===== src/rtl/cpu_thread_pc_pkg.sv =====
// Shared constants and the next-pc selector for the per-thread PC unit.
package cpu_thread_pc_pkg;

    localparam int DEF_IADDR_LEN = 8;
    localparam int DEF_N_THREADS = 4;

    // Index of the most significant set bit needed to hold v (minimum 0).
    function automatic int msb_of(input int v);
        return (v < 1) ? 0 : $clog2(v + 1) - 1;
    endfunction

    // Source of the next pc value chosen each cycle.
    typedef enum logic [2:0] {
        SEL_HOLD = 3'd0,
        SEL_LOAD = 3'd1,
        SEL_INC  = 3'd2,
        SEL_JUMP = 3'd3,
        SEL_CALL = 3'd4,
        SEL_RET  = 3'd5
    } pc_sel_e;

endpackage


===== src/rtl/cpu_thread_mem.sv =====
// Per-thread distributed RAM: one synchronous write port, one asynchronous read port.
module cpu_thread_mem #(
    parameter int DEPTH = 4,
    parameter int AW    = 2,
    parameter int DW    = 8
) (
    input  logic          i_clk,
    input  logic          i_we,
    input  logic [AW-1:0] i_waddr,
    input  logic [DW-1:0] i_wdata,
    input  logic [AW-1:0] i_raddr,
    output logic [DW-1:0] o_rdata
);

    // Contents are deliberately not reset; the controller initialises each thread.
    logic [DW-1:0] r_mem [DEPTH];

    // Write port, effective at the clock edge.
    always_ff @(posedge i_clk) begin
        if (i_we) r_mem[i_waddr] <= i_wdata;
    end

    assign o_rdata = r_mem[i_raddr];

endmodule


===== src/rtl/cpu_thread_pc.sv =====
// Per-thread program counter with one-level call/return and thread load/save.
module cpu_thread_pc
    import cpu_thread_pc_pkg::*;
#(
    parameter int N_THREADS     = DEF_N_THREADS,
    parameter int N_THREADS_MSB = msb_of(N_THREADS - 1),
    parameter int ADDR_WIDTH    = DEF_IADDR_LEN
) (
    input  logic                   CLK,
    input  logic                   RESET_N,
    input  logic [N_THREADS_MSB:0] thread_num,
    input  logic                   load_en,
    input  logic                   save_en,
    input  logic                   init_en,
    input  logic [N_THREADS_MSB:0] init_thread,
    input  logic [ADDR_WIDTH-1:0]  init_addr,
    input  logic                   instr_valid,
    input  logic                   op_jump,
    input  logic                   op_call,
    input  logic                   op_return,
    input  logic [ADDR_WIDTH-1:0]  jump_addr,
    input  logic                   condition_is_true,
    output logic [ADDR_WIDTH-1:0]  pc,
    output logic                   jump_taken,
    output logic                   stack_err
);

    logic [ADDR_WIDTH-1:0] r_pc;
    logic [ADDR_WIDTH-1:0] r_ret;
    logic [N_THREADS-1:0]  r_ret_valid;
    logic                  r_jump_taken;
    logic                  r_stack_err;

    logic [ADDR_WIDTH-1:0]    w_pc_inc;
    logic [ADDR_WIDTH-1:0]    w_pc_rd;
    logic [ADDR_WIDTH-1:0]    w_ret_rd;
    logic                     w_pc_we;
    logic [N_THREADS_MSB:0]   w_pc_waddr;
    logic [ADDR_WIDTH-1:0]    w_pc_wdata;
    logic                     w_cur_rv;
    pc_sel_e                  w_sel;
    logic                     w_err_set;

    assign w_pc_inc = r_pc + ADDR_WIDTH'(1);
    assign w_cur_rv = r_ret_valid[thread_num];

    // init_en owns the single pc write port; a same-cycle save is dropped.
    assign w_pc_we    = init_en | save_en;
    assign w_pc_waddr = init_en ? init_thread : thread_num;
    assign w_pc_wdata = init_en ? init_addr : r_pc;

    cpu_thread_mem #(
        .DEPTH (N_THREADS),
        .AW    (N_THREADS_MSB + 1),
        .DW    (ADDR_WIDTH)
    ) u_pc_mem (
        .i_clk   (CLK),
        .i_we    (w_pc_we),
        .i_waddr (w_pc_waddr),
        .i_wdata (w_pc_wdata),
        .i_raddr (thread_num),
        .o_rdata (w_pc_rd)
    );

    cpu_thread_mem #(
        .DEPTH (N_THREADS),
        .AW    (N_THREADS_MSB + 1),
        .DW    (ADDR_WIDTH)
    ) u_ret_mem (
        .i_clk   (CLK),
        .i_we    (save_en),
        .i_waddr (thread_num),
        .i_wdata (r_ret),
        .i_raddr (thread_num),
        .o_rdata (w_ret_rd)
    );

    // Next-pc decode: load beats execute; return > call > jump among taken ops.
    always_comb begin
        w_sel     = SEL_HOLD;
        w_err_set = 1'b0;
        if (load_en) begin
            w_sel = SEL_LOAD;
        end else if (instr_valid) begin
            if (op_return && condition_is_true) begin
                if (w_cur_rv) begin
                    w_sel = SEL_RET;
                end else begin
                    w_sel     = SEL_INC;
                    w_err_set = 1'b1;
                end
            end else if (op_call && condition_is_true) begin
                w_sel     = SEL_CALL;
                w_err_set = w_cur_rv;
            end else if (op_jump && condition_is_true) begin
                w_sel = SEL_JUMP;
            end else begin
                w_sel = SEL_INC;
            end
        end
    end

    // Live pc/ret registers and the one-cycle taken pulse.
    always_ff @(posedge CLK or negedge RESET_N) begin
        if (!RESET_N) begin
            r_pc         <= '0;
            r_ret        <= '0;
            r_jump_taken <= 1'b0;
        end else begin
            r_jump_taken <= 1'b0;
            case (w_sel)
                SEL_LOAD: begin
                    r_pc  <= w_pc_rd;
                    r_ret <= w_ret_rd;
                end
                SEL_INC:  r_pc <= w_pc_inc;
                SEL_JUMP: begin
                    r_pc         <= jump_addr;
                    r_jump_taken <= 1'b1;
                end
                SEL_CALL: begin
                    r_pc         <= jump_addr;
                    r_ret        <= w_pc_inc;
                    r_jump_taken <= 1'b1;
                end
                SEL_RET: begin
                    r_pc         <= r_ret;
                    r_jump_taken <= 1'b1;
                end
                default: ;
            endcase
        end
    end

    // Per-thread return-valid bits; init clears last so it overrides a call.
    always_ff @(posedge CLK or negedge RESET_N) begin
        if (!RESET_N) begin
            r_ret_valid <= '0;
        end else begin
            if (w_sel == SEL_CALL)     r_ret_valid[thread_num] <= 1'b1;
            else if (w_sel == SEL_RET) r_ret_valid[thread_num] <= 1'b0;
            if (init_en)               r_ret_valid[init_thread] <= 1'b0;
        end
    end

    // Sticky misuse flag, cleared only by reset.
    always_ff @(posedge CLK or negedge RESET_N) begin
        if (!RESET_N)       r_stack_err <= 1'b0;
        else if (w_err_set) r_stack_err <= 1'b1;
    end

    assign pc         = r_pc;
    assign jump_taken = r_jump_taken;
    assign stack_err  = r_stack_err;

endmodule


===== config.mk =====
export PLATFORM = sky130hd
export DESIGN_NAME = cpu_thread_pc
export DESIGN_NICKNAME = d
export VERILOG_FILES = /design/src/rtl/cpu_thread_pc_pkg.sv /design/src/rtl/cpu_thread_mem.sv /design/src/rtl/cpu_thread_pc.sv
export SDC_FILE = /design/constraint.sdc
export NUM_CORES = 1
export LEC_CHECK = 0
export ABC_CLOCK_PERIOD_IN_PS = 1650
export BUFFER_PORTS_ARGS = -buffer_cell sky130_fd_sc_hd__buf_2
export CORE_AREA = 2 2 125 66
export CTS_CLUSTER_SIZE = 14
export DETAILED_ROUTE_END_ITERATION = 8
export DIE_AREA = 0 0 127 68
export PLACE_DENSITY = 0.75
export SLEW_MARGIN = 15
export SYNTH_ARGS = -nofsm -noshare
export SYNTH_HDL_FRONTEND = slang
export SYNTH_HIERARCHICAL = 1
export SYNTH_SLANG_ARGS = --single-unit

===== constraint.sdc =====
create_clock -name CLK -period 1.65 [get_ports CLK]
set_clock_uncertainty 0.2 [all_clocks]
set_input_delay 0.0825 -clock CLK [delete_from_list [all_inputs] [get_ports CLK]]
set_output_delay 0.0825 -clock CLK [all_outputs]
set_load 0.01 [all_outputs]

## Yosys cells after proc, flatten, opt, wreduce, memory -nomap -nowiden

Memory sizes are Yosys's and may differ from the RTL's.
Index checks and enable logic that the tools add are counted.

- RAM bits: 64
- Bits in latches: 0
- Memories kept: 2
- Input bits: 30
- Logic and storage cells: 61
- Output and inout port bits: 10
- Flip-flop bits (word level): 22
- Memory bits (read-only): 0

Memories:

| name | words | width | read ports | clocked after memory_dff | write ports | line | source |
|---|---|---|---|---|---|---|---|
| u_pc_mem.r_mem | 4 | 8 | 1 | 0 | 1 | cpu_thread_mem.sv:16 | `logic [DW-1:0] r_mem [DEPTH];` |
| u_ret_mem.r_mem | 4 | 8 | 1 | 0 | 1 | cpu_thread_mem.sv:16 |  |

- Equal/unequal tests: 5
- $add $sub $neg: 1
- Shifts and indexed selects: 0
- Multipliers: 0
- Bitwise operators: 6
- Order comparisons: 4
- Mux-type cells: 29
- Div/mod/pow operators: 0
- Reduce and logical (&&, ||, !) cells: 9

Operators by type and width:

| cell | count |
|---|---|
| $pmux W8 S4 | 1 |
| $pmux W8 S2 | 1 |
| $mux W3 | 5 |
| $mux W1 | 14 |
| $mux W4 | 3 |
| $add A8 B1 Y8 const B | 1 |
| $and A4 B4 Y4 | 2 |
| $mux W8 | 1 |
| $not A4 Y4 | 2 |
| $eq A3 B2 Y1 const B | 2 |
| $eq A3 B3 Y1 const B | 2 |
| $lt A2 B3 Y1 const B | 2 |
| $logic_and A1 B1 Y1 | 5 |
| $demux W1 S2 | 2 |
| $ge A2 B1 Y1 const B | 2 |
| $or A4 B4 Y4 | 1 |
| $reduce_bool A4 Y1 | 1 |
| $eq A3 B1 Y1 const B | 1 |
| $reduce_or A3 Y1 | 1 |
| $bmux W1 S2 | 1 |
| $mux W2 | 1 |
| $reduce_bool A2 Y1 | 1 |
| $reduce_or A2 Y1 | 1 |
| $or A1 B1 Y1 | 1 |

## Logic depth before layout (Yosys ltp)

Gate-level depths: netlist of the first run.

- Depth after elaboration: 11
- Mapped depth: 6
- Depth with buffers taken out: 5

## Cells and area by module

Netlist of the first run, hierarchy kept.

By module, submodules not included:

| module | sequential area each (µm²) | instances | area an instance (µm²) | cells an instance |
|---|---|---|---|---|
| cpu_thread_mem | 960.9 | 2 | 1188.6 | 46 |
| cpu_thread_pc | 550.5 | 1 | 1539.0 | 154 |

## Worst setup path before layout of the first run

OpenSTA, ideal clock, no wires.

- Path type: input to register
- Start: input init_en
- End: memory u_pc_mem.r_mem[0][0] (enable)
- Stages on the path: 4
- Data required time: 1.065 ns
- Arrival time: 1.490 ns
- Slack: -0.425 ns
- Path buffers: 2
- Cells stage by stage: clkbuf_1 buf_1 o21ai_0 nor3b_1

- Elaborated cells between the ends (all ways): 4
- Classes of those cells: mux (3); bitwise (1)

RTL lines:

| element | line | source |
|---|---|---|
| start: declaration | cpu_thread_pc.sv:14 | `input logic init_en,` |
| $mux W2 | cpu_thread_pc.sv:49 | `assign w_pc_waddr = init_en ? init_thread : thread_num;` |
| via w_pc_waddr[0] | cpu_thread_pc.sv:38 | `logic [N_THREADS_MSB:0] w_pc_waddr;` |
| end: declaration | cpu_thread_mem.sv:16 |  |

The timed path passes the listed nets, and every way through them passes these cells.

## Final worst setup path of the first run

- Start: register r_ret_valid[1]
- End: register r_ret[5]

- Longest elaborated chain between the ends: 8
- Elaborated cells between the ends (all ways): 10
- Classes of those cells: eq/ne (2); mux (7); reduce/logical (1)

RTL lines:

| element | line | source |
|---|---|---|
| start: declaration | cpu_thread_pc.sv:30 | `logic [N_THREADS-1:0] r_ret_valid;` |
| start signal: assignment | cpu_thread_pc.sv:138 | `r_ret_valid <= '0;` |
| start signal: indexed assignment | cpu_thread_pc.sv:140 | `if (w_sel == SEL_CALL) r_ret_valid[thread_num] <= 1'b1;` |
| start signal: indexed assignment | cpu_thread_pc.sv:141 | `else if (w_sel == SEL_RET) r_ret_valid[thread_num] <= 1'b0;` |
| $bmux W1 S2 (*) | cpu_thread_pc.sv:45 | `assign w_cur_rv = r_ret_valid[thread_num];` |
| $mux W1 (not written as such) (*) | cpu_thread_pc.sv:45 |  |
| $mux W3 (*) | cpu_thread_pc.sv:86 | `if (w_cur_rv) begin` |
| $mux W3 (*) | cpu_thread_pc.sv:85 | `if (op_return && condition_is_true) begin` |
| $mux W3 (*) | cpu_thread_pc.sv:84 | `end else if (instr_valid) begin` |
| $mux W3 (*) | cpu_thread_pc.sv:82 | `if (load_en) begin` |
| $eq A3 B3 Y1 or $eq A3 B1 Y1 (tied branches) | cpu_thread_pc.sv:111 | `case (w_sel)` |
| $pmux W8 S2 or $reduce_bool A2 Y1 (tied branches) | n/a |  |
| end signal: assignment | cpu_thread_pc.sv:114 | `r_ret <= w_ret_rd;` |
| end signal: assignment | cpu_thread_pc.sv:123 | `r_ret <= w_pc_inc;` |
| end: declaration | cpu_thread_pc.sv:29 | `logic [ADDR_WIDTH-1:0] r_ret;` |

Every way passes the cells marked *; elsewhere a longest branch is shown, timed or not. The select of a mux whose other input is x is not followed.
A chain may end at the register's enable or synchronous reset.

==> summary.txt, run 1 <==
Worst setup path
  – Worst EP arrival: 1.87 ns
  – CP Capture Type: flop
  – Slowest stage delay, CP: 0.38 ns
  – Startpoint types: flop
  – CP most frequent cell: mux2_4
  – Critical path type: flop to flop
  – Crit Path Max Fanout: 4
  – WP data required: 1.67 ns
  – Critical-path top delay cell: dfrtp_1
  – Critical-path cell list: mux2_4, a22oi_4, and3_4, mux2_4

Synthesis
  – Syn Std Cell Area: 3920 sq um
  – Synth area leader: edfxtp_1
  – Post-synth EDFFs: 64
  – Synth Net Count: 277
  – Most used DFF post-synth: edfxtp_1
  – Sequential area share after synthesis: 63.1%
  – #FFs+latches synth: 86
  – Dominant cells by area after synthesis: edfxtp_1 (49%), dfrtp_1 (14%), mux4_2 (9.2%), mux2_2 (4.0%), a221o_1 (2.6%)
  – Asr flop ratio synth: 25.6%
  – Yosys top cell area share: 49.1%
  – Syn Area/Cell: 15.9 sq um
  – Synth Instances: 246
  – Synthesis warning total: 6
  – Distinct cells, synth: 43

Die
  – Area of the die: 8640 sq um
  – Die X: 127 microns
  – Row count: 23
  – Die Y: 68 microns
  – I/O pin count: 40
  – Initial Util: 51.2%
  – Core Region: 7650 sq um

STA
  – FMAX: 0.541 GHz
  – Fin crit share: 112%
  – Worst Hold Margin: 0.0220 ns
  – Tmin final: 1.85 ns
  – Setup-failing EPs final: 21
  – RSZ-0062 raised after global routing: yes
  – Max-slew headroom: 55.8%
  – Setup TNS: -2.90 ns
  – Hold Vio Cnt, Final: 0
  – Slew @ Worst Pin: 0.656 ns
  – PnR worst setup slack: -0.198 ns
  – Final slew viol count: 0

Clocking
  – CTS clk-pin slew, worst paths: 0.06 ns
  – Longest Clk Path Bufs: 2
  – CTS tree: built
  – CTS H-tree depth: 3
  – Clock insertion delay at the later pin of the skew report: 0.34 ns
  – CTS Buf Count: 9
  – Root Buffer: clkbuf_16
  – Clk sinks: 86

Route
  – First drt pass iteration count: 5
  – WL final: 9900 microns
  – DRC: 0
  – Iter 0 DRT Violations: 294
  – WL per Instance: 21.5 microns
  – Total number of vias: 2708
  – Routed Antenna Nets: 0
  – DR vias/cell: 5.89

Finish
  – Area growth syn-to-layout: 35.0%
  – Nets@finish: 386
  – Most frequent cells in the layout: edfxtp_1 (64), buf_2 (39), buf_4 (36)
  – Share of cells above drive strength 1: 41.4%
  – Fillers: 525
  – # diodes: 0
  – Commonest non-fill, non-tap cell in the layout: edfxtp_1

Power and ir drop
  – Logic pwr share: 14.1%
  – P_sw: 1.33 mW
  – Net Sw Frac: 23.1%
  – Seq pwr share: 45.8%
  – Cell-internal power: 4.44 mW
  – PD cells: 1090 nW/um^2
  – Clock network power share: 40.1%
  – Worst VDD drop: 700 uV
  – Leak: 2.08 nW

Placed design
  – I/O Buffers: 39
  – DP HPWL: 6850 microns
  – Place WS: -0.246 ns
  – GPL Wtd Cong: 0.863

Global route
  – Total gr overflow: 0
  – Pin count of the biggest net entering global routing: 23
  – Vias in the first global route: 2725
  – First-pass GRT wire length: 15000 microns
  – Overall Global Routing Usage: 24.1%
  – Initial antenna violation count: 0

Outcome
  – Failing checks: negative setup slack
  – Status: finished, violations left

Job
  – Max capacitance violation total: 0

Worst hold path
  – Worst hold-check path type: primary input to flop
-- layer usage --
layer	vias up	GRT usage, %	share of wire, %
met3	15	7.11	6.0
met4	0	5.77	1.3
met5	-	0	0
li1	1211	-	-
met2	114	39.2	46
met1	1368	32.7	47
-- registers in the layout (all words and copies together) (netlist names) --
name and count:
u_ret_mem/r_mem 32, jump_taken 1, stack_err 1, r_ret 8, pc 8, r_ret_valid 4, u_pc_mem/r_mem 32
-- cell usage after synthesis, drive strengths merged, types with 2 or more instances --
cell type and instances:
nand3b 2, and2 3, o21ai 13, clkbuf 6, and3 8, nor2 2
xor2 2, a22oi 9, buf 8, nand2 12, nor2b 3, xnor2 4
nor3b 2, nand3 6, a2111oi 3, nand4 3, and3b 5, inv 6
a221o 10, o31ai 3, mux4 16, edfxtp 64, mux2 16, dfrtp 22
mux2i 7
-- power by group through the flow --
| stage | logic [mW] | clock network (mW) | registers, mW |
|---|---|---|---|
| final | 0.816 | 2.32 | 2.64 |
| after global routing | 0.872 | 2.42 | 2.66 |
| after CTS | 0.794 | 2.35 | 2.64 |
| after detailed placement | 0.727 | 0 | 2.68 |
| after global placement | 0.704 | 0 | 2.67 |
| after floorplan | 0.372 | 0 | 2.68 |
-- worst max-delay path, delay by kind of cell, from the launching register on --
| family | cells | cell delay [ns] |
|---|---|---|
| multiplexers | 2 | 0.62 |
| AND/OR/NAND/NOR | 1 | 0.29 |
| AO/OA/AOI/OAI | 1 | 0.24 |
| flip-flops | 1 | 0.38 |
-- worst paths after layout --
path                                  end  slack, ns           start  cells past startpoint
hold reg to reg                 stack_err       0.29       stack_err                      1
max in group asynchronous  r_ret_valid[2]       0.79         RESET_N                      2
setup reg to reg                 r_ret[5]      -0.20  r_ret_valid[1]                      4
min in group asynchronous        r_ret[6]       0.07         RESET_N                      2
setup / recovery                 r_ret[5]      -0.20  r_ret_valid[1]                      4
hold / removal                      pc[2]       0.02         load_en                      4
-- area by class of cell --
type                            instances  area [sq um]  share of cell area [%]
Sequential cell                        86          2470                    46.8
Multi-Input combinational cell        140          1420                    26.8
Timing Repair Buffer                  112           901                    17.0
Clock buffer                            9           225                    4.26
Tap cell                              100           125                    2.37
Clock inverter                          7           120                    2.27
Inverter                                6          22.5                   0.426
-- what timing repair did --
action	4_1_cts	5_1_grt
hold buffers	26	1
setup buffers	1	2
pin swaps	0	1
endpoints found under the hold margin	69	1
setup endpoints to repair	19	21
resized for setup	10	10
-- per-stage QoR --
step / instances / area (sq um) / total power [mW] / utilization (%)
detailed placement: 414 / 4550 / 3.41 / 59.4
CTS: 457 / 5210 / 5.78 / 68.0
global route: 460 / 5290 / 5.95 / 69.0
floorplan: 246 / 3930 / 3.05 / -
global placement: 414 / 4550 / 3.38 / 59.4
finish: 460 / 5290 / 5.78 / 69.0
-- kinds of logic (layout without fill, tap and decap cells) --
group,Yosys count,in the layout,share of synthesized area (%)
fa+ha+maj,1,1,0.319
simple gates,50,50,7.41
flops,86,86,63.1
buf+inv,20,134,2.84
mux,39,39,15.8
compound gates,44,44,9.17
xor+xnor,6,6,1.34
Note: power is estimated with default switching activity, not from simulation.
==> run 2, diff against run 1 <==
HOLD_SLACK_MARGIN = 0.15   (was default)
==> summary.txt, run 2 (same netlist as run 1, synthesis figures left out) <==
Worst setup path
  – CP Capture Type: flop
  – Critical path type: flop to flop
  – Crit Path Max Fanout: 4
  – Worst EP arrival: 1.92 ns
  – CP most frequent cell: mux2_4
  – Startpoint types: flop
  – Critical-path top delay cell: dfrtp_1
  – Slowest stage delay, CP: 0.38 ns
  – WP data required: 1.67 ns
  – Critical-path cell list: mux2_4, a22oi_4, and3_4, mux2_4

Power and ir drop
  – Worst VDD drop: 702 uV
  – Overall power: 5.78 mW
  – Leak: 2.10 nW
  – PD cells: 1080 nW/um^2

STA
  – Slew @ Worst Pin: 0.587 ns
  – Worst Hold Margin: 0.164 ns
  – PnR worst setup slack: -0.246 ns
  – Hold Vio Cnt, Final: 0
  – Setup-failing EPs final: 21
  – Tmin final: 1.90 ns
  – RSZ-0062 raised after global routing: yes
  – Setup TNS: -3.77 ns
  – Fin crit share: 115%
  – FMAX: 0.527 GHz
  – Max-slew headroom: 60.5%
  – Final slew viol count: 0

Route
  – Routed Antenna Nets: 0
  – DRC: 0
  – First drt pass iteration count: 5
  – DR vias/cell: 5.93
  – WL final: 10000 microns
  – Iter 0 DRT Violations: 297
  – Total number of vias: 2764
  – WL per Instance: 21.5 microns

Job
  – Max capacitance violation total: 0

Global route
  – Initial antenna violation count: 0
  – Overall Global Routing Usage: 24.4%
  – Vias in the first global route: 2765
  – Pin count of the biggest net entering global routing: 23
  – Total gr overflow: 0
  – First-pass GRT wire length: 15200 microns

Finish
  – Most frequent cells in the layout: edfxtp_1 (64), buf_2 (39), buf_4 (37)
  – Share of cells above drive strength 1: 40.7%
  – Fin area: 5350 sq um
  – Largest registers: u_pc_mem/r_mem (32), u_ret_mem/r_mem (32)
  – Fillers: 520
  – Commonest non-fill, non-tap cell in the layout: edfxtp_1
  – Layout Cells excl Fill: 466
  – Area growth syn-to-layout: 36.6%
  – Final core occ: 69.9%
  – # diodes: 0
  – Nets@finish: 392

Placed design
  – Placed inst area: 4550 sq um
  – Place WS: -0.246 ns
  – I/O Buffers: 39
  – Placed instance count: 414
  – DP HPWL: 6850 microns
  – GPL Wtd Cong: 0.863

Clocking
  – Clk sinks: 86
  – Clock insertion delay at the later pin of the skew report: 0.34 ns
  – Longest Clk Path Bufs: 2
  – CTS H-tree depth: 3
  – Root Buffer: clkbuf_16
  – CTS clk-pin slew, worst paths: 0.06 ns
  – CTS tree: built
  – CTS Buf Count: 9

Die
  – Row count: 23
  – Area of the die: 8640 sq um
  – Core Region: 7650 sq um
  – Die Y: 68 microns
  – Die X: 127 microns
  – I/O pin count: 40
  – Initial Util: 51.2%

Worst hold path
  – Worst hold-check path type: primary input to flop

Outcome
  – Status: finished, violations left
  – Failing checks: negative setup slack
-- run 2: final timing paths --
kind                       cells past startpoint              to  slack (ns)           start
min in group asynchronous                      3           pc[7]        0.64         RESET_N
min reg2reg                                    1       stack_err        0.31       stack_err
min                                            5       stack_err        0.16         op_call
max                                            4        r_ret[5]       -0.25  r_ret_valid[1]
max reg2reg                                    4        r_ret[5]       -0.25  r_ret_valid[1]
max in group asynchronous                      3  r_ret_valid[2]        0.22         RESET_N
-- run 2: per-layer routing --
metal	GRT usage [%]	part of all wire (%)	up-vias
met3	7.11	6.6	17
met2	39.9	47	117
met1	33.3	45	1406
li1	-	-	1224
met5	0	0	-
met4	5.77	1.3	0
-- run 2: what timing repair did --
action,4_1_cts,5_1_grt
hold buffers,32,0
pin swaps,0,2
setup buffers,1,3
endpoints found under the setup margin,19,21
hold endpoints to repair,96,0
resized for setup,10,9
-- run 2: critical path: cells and delay by family (launching register included) --
family / cells / cell delay, ns
compound gates: 1 / 0.26
flops: 1 / 0.38
mux: 2 / 0.62
simple gates: 1 / 0.31
-- run 2: report_power, final --
group          leakage (nW)  total, mW  switching, mW  internal (mW)
Combinational          1.07      0.827          0.402          0.425
Clock                 0.166       2.31          0.830           1.48
Sequential            0.865       2.64          0.104           2.54
Total                  2.10       5.78           1.34           4.45
-- run 2: layout make-up --
| class | instances | area (sq um) | share of cell area, % |
|---|---|---|---|
| multi-input cells | 140 | 1430 | 26.7 |
| well taps | 100 | 125 | 2.34 |
| inverters | 6 | 22.5 | 0.421 |
| flip-flops and latches | 86 | 2470 | 46.2 |
| clock inverters | 7 | 120 | 2.24 |
| clock buffers | 9 | 225 | 4.21 |
| repair buffers | 118 | 958 | 17.9 |
==> run 3, diff against run 2 <==
ABC_AREA = 1   (was default)
CAP_MARGIN = 20   (was default)
CORE_AREA = 2 2 131 69   (was 2 2 125 66)
DIE_AREA = 0 0 133 71   (was 0 0 127 68)
HOLD_SLACK_MARGIN = 0.05   (was 0.15)
==> summary.txt, run 3 <==
Power and ir drop
  – Overall power: 5.72 mW
  – Logic pwr share: 16.2%
  – PD cells: 982 nW/um^2
  – Net Sw Frac: 26.2%
  – P_sw: 1.50 mW
  – Seq pwr share: 45.9%
  – Cell-internal power: 4.23 mW
  – Worst VDD drop: 551 uV
  – Clock network power share: 37.9%
  – Leak: 2.80 nW

Die
  – Core Region: 8380 sq um
  – Initial Util: 52.3%
  – Area of the die: 9440 sq um
  – Die Y: 71 microns
  – I/O pin count: 40
  – Row count: 24
  – Die X: 133 microns

Synthesis
  – Sequential area share after synthesis: 56.5%
  – Synth Area in Simple Gates: 24.9%
  – Count leader, synth: nand2_1
  – Synth Net Count: 524
  – Post-synth EDFFs: 64
  – Post-synthesis xor/xnor area fraction: 1.20%
  – Synth area leader: edfxtp_1
  – Dominant cells by area after synthesis: edfxtp_1 (44%), dfrtp_1 (13%), nand2_1 (12%), inv_1 (8.3%), nand3_1 (6.1%)
  – Distinct cells, synth: 32
  – Syn Std Cell Area: 4380 sq um
  – Synth Instances: 493
  – Asr flop ratio synth: 25.6%
  – Synth cell count leaders: nand2_1 (136), inv_1 (97), edfxtp_1 (64)
  – Most used DFF post-synth: edfxtp_1
  – Largest family of logic cells by synthesized area: simple AND/OR/NAND/NOR gates
  – #FFs+latches synth: 86
  – Syn Area/Cell: 8.88 sq um
  – Post-synthesis adder-cell area fraction: 0.286%
  – Post-synthesis compound-gate area fraction: 5.40%
  – Synthesis warning total: 6
  – Yosys top cell area share: 43.9%
  – Mux share of post-synthesis cell area: 0%

Worst hold path
  – Hold path startpoint: thread_num[1]
  – Worst hold-check path type: primary input to flop
  – Hold depth: 5
  – Worst Hold Path EP: stack_err

Worst setup path
  – Slowest stage delay, CP: 0.37 ns
  – Crit path max-delay family: simple AND/OR/NAND/NOR gates
  – Worst EP arrival: 1.79 ns
  – Critical-path top delay cell: dfrtp_1
  – WP data required: 1.66 ns
  – R2R Setup Slk: -0.13 ns
  – CP most frequent cell: nand2_1
  – Critical path type: flop to flop
  – CP Capture Type: flop
  – R2R depth: 11
  – Reg2reg end: pc[3]
  – Crit Path Max Fanout: 8
  – Worst setup path start: r_ret_valid[1]
  – Critical-path cell list: nand2_1, nand2_1, nand2_1, nand2_2, nand2_4, nand2_4, nand2_1, nand3_4, nor2_1, nor2_1, nand3_1
  – Buf/Inv on CP: 0
  – Critical R2R Launch: r_ret_valid[1]
  – Startpoint types: flop

Global route
  – Initial antenna violation count: 0
  – Overall Global Routing Usage: 25.0%
  – Vias in the first global route: 3524
  – Pin count of the biggest net entering global routing: 22
  – First-pass GRT wire length: 17800 microns
  – Total gr overflow: 0

Route
  – Routed Antenna Nets: 0
  – DRC: 0
  – WL final: 12300 microns
  – DR vias/cell: 5.33
  – WL per Instance: 16.9 microns
  – First drt pass iteration count: 5
  – Total number of vias: 3874
  – Iter 0 DRT Violations: 489

Job
  – Max capacitance violation total: 0

STA
  – Hold Vio Cnt, Final: 0
  – RSZ-0062 raised after global routing: yes
  – Slew @ Worst Pin: 0.672 ns
  – PnR worst setup slack: -0.133 ns
  – Fin crit share: 108%
  – FMAX: 0.561 GHz
  – Max-slew headroom: 55.0%
  – Final slew viol count: 0
  – Setup-failing EPs final: 20
  – Tmin final: 1.78 ns

Finish
  – Share of cells above drive strength 1: 24.3%
  – # diodes: 0
  – Nets@finish: 636
  – Largest registers: u_pc_mem/r_mem (32), u_ret_mem/r_mem (32)
  – Most frequent cells in the layout: nand2_1 (130), inv_1 (97), edfxtp_1 (64)
  – Layout Cells excl Fill: 727
  – Area growth syn-to-layout: 33.1%
  – Fillers: 597
  – Commonest non-fill, non-tap cell in the layout: nand2_1

Outcome
  – Status: finished, violations left
  – Failing checks: negative setup slack

Clocking
  – CTS clk-pin slew, worst paths: 0.06 ns
  – CTS Buf Count: 9
  – CTS H-tree depth: 3
  – Clock insertion delay at the later pin of the skew report: 0.35 ns
  – Clk sinks: 86
  – Longest Clk Path Bufs: 2
  – CTS tree: built
  – Root Buffer: clkbuf_16

Placed design
  – I/O Buffers: 39
  – Place WS: -0.0862 ns
  – Placed instance count: 668
  – GPL Wtd Cong: 0.913
  – DP HPWL: 7630 microns
==> run 3: cell types whose count changed after synthesis, sizes merged, moves of 10 or more <==
cell   before  now
nand2      12  140
inv         6  101
nand3       6   55
nor2        2   34
mux2       16    0
mux4       16    0
nor3        0   11
a221o      10    0
==> run 3: logic make-up after synthesis <==
kind of cell | count (synthesis)
xor gates and xnor gates | 6
buffers and inverters | 118
adders and majority gates | 1
AOI/OAI and AO/OA | 31
DFF | 86
and+or+nand+nor | 251
==> run 3: layout make-up <==
cell class	instances	area, sq um	area share [%]
sequential	86	2470	42.4
multi-input combinational	291	1580	27.0
timing repair buffer	114	913	15.7
inverter	103	407	6.97
clock buffer	10	229	3.93
tap	117	146	2.51
clock inverter	6	86.3	1.48
==> run 3: how the worst max path moves through the flow <==
stage / cells past startpoint / endpoint
after CTS: 11 / pc[2]
after global routing: 11 / pc[3]
after detailed placement: 8 / pc[5]
after global placement: 8 / pc[5]
after floorplan: 4 / u_pc_mem/r_mem[3][0]
final: 11 / pc[3]
==> run 3: metal layers <==
| layer | wire length (microns) | GRT usage [%] |
|---|---|---|
| met4 | 223 | 8.00 |
| met2 | 5180 | 36.3 |
| met3 | 1310 | 6.16 |
| met5 | 0 | 0 |
| met1 | 5570 | 37.2 |
==> run 3: power by group through the flow <==
stage | Clock [mW] | Sequential (mW) | Combinational [mW]
CTS | 2.18 | 2.62 | 0.837
global placement | 0 | 2.65 | 0.748
floorplan | 0 | 2.67 | 0.419
detailed placement | 0 | 2.66 | 0.768
finish | 2.17 | 2.63 | 0.925
global route | 2.26 | 2.64 | 1.01
==> run 3: metrics by stage <==
step	instance area (sq um)	utilization, %	hold WS (ns)	TNS, ns
CTS	5530	66.0	0.00618	-0.663
floorplan	4380	-	-0.413	-4.58
global route	5830	69.6	0.0970	-3.18
global placement	4870	58.1	-0.111	-0.0969
finish	5830	69.6	0.0792	-1.77
detailed placement	4870	58.1	-0.109	-0.350
==> run 3: timing repair <==
item	4_1_cts	5_1_grt
endpoints found under the hold margin	68	6
resized for setup	8	43
pin swaps	3	24
endpoints found under the setup margin	15	57
hold buffers	30	3
gates cloned	0	4
buffers inserted	0	7
==> run 3: worst register-to-register path, stage by stage (launching register included) <==
cell,delay [ns]
dfrtp_1,0.37
nand2_1,0.06
nand2_1,0.06
nand2_1,0.05
nand2_2,0.09
nand2_4,0.11
nand2_4,0.13
nand2_1,0.12
nand3_4,0.14
nor2_1,0.06
nor2_1,0.13
nand3_1,0.13
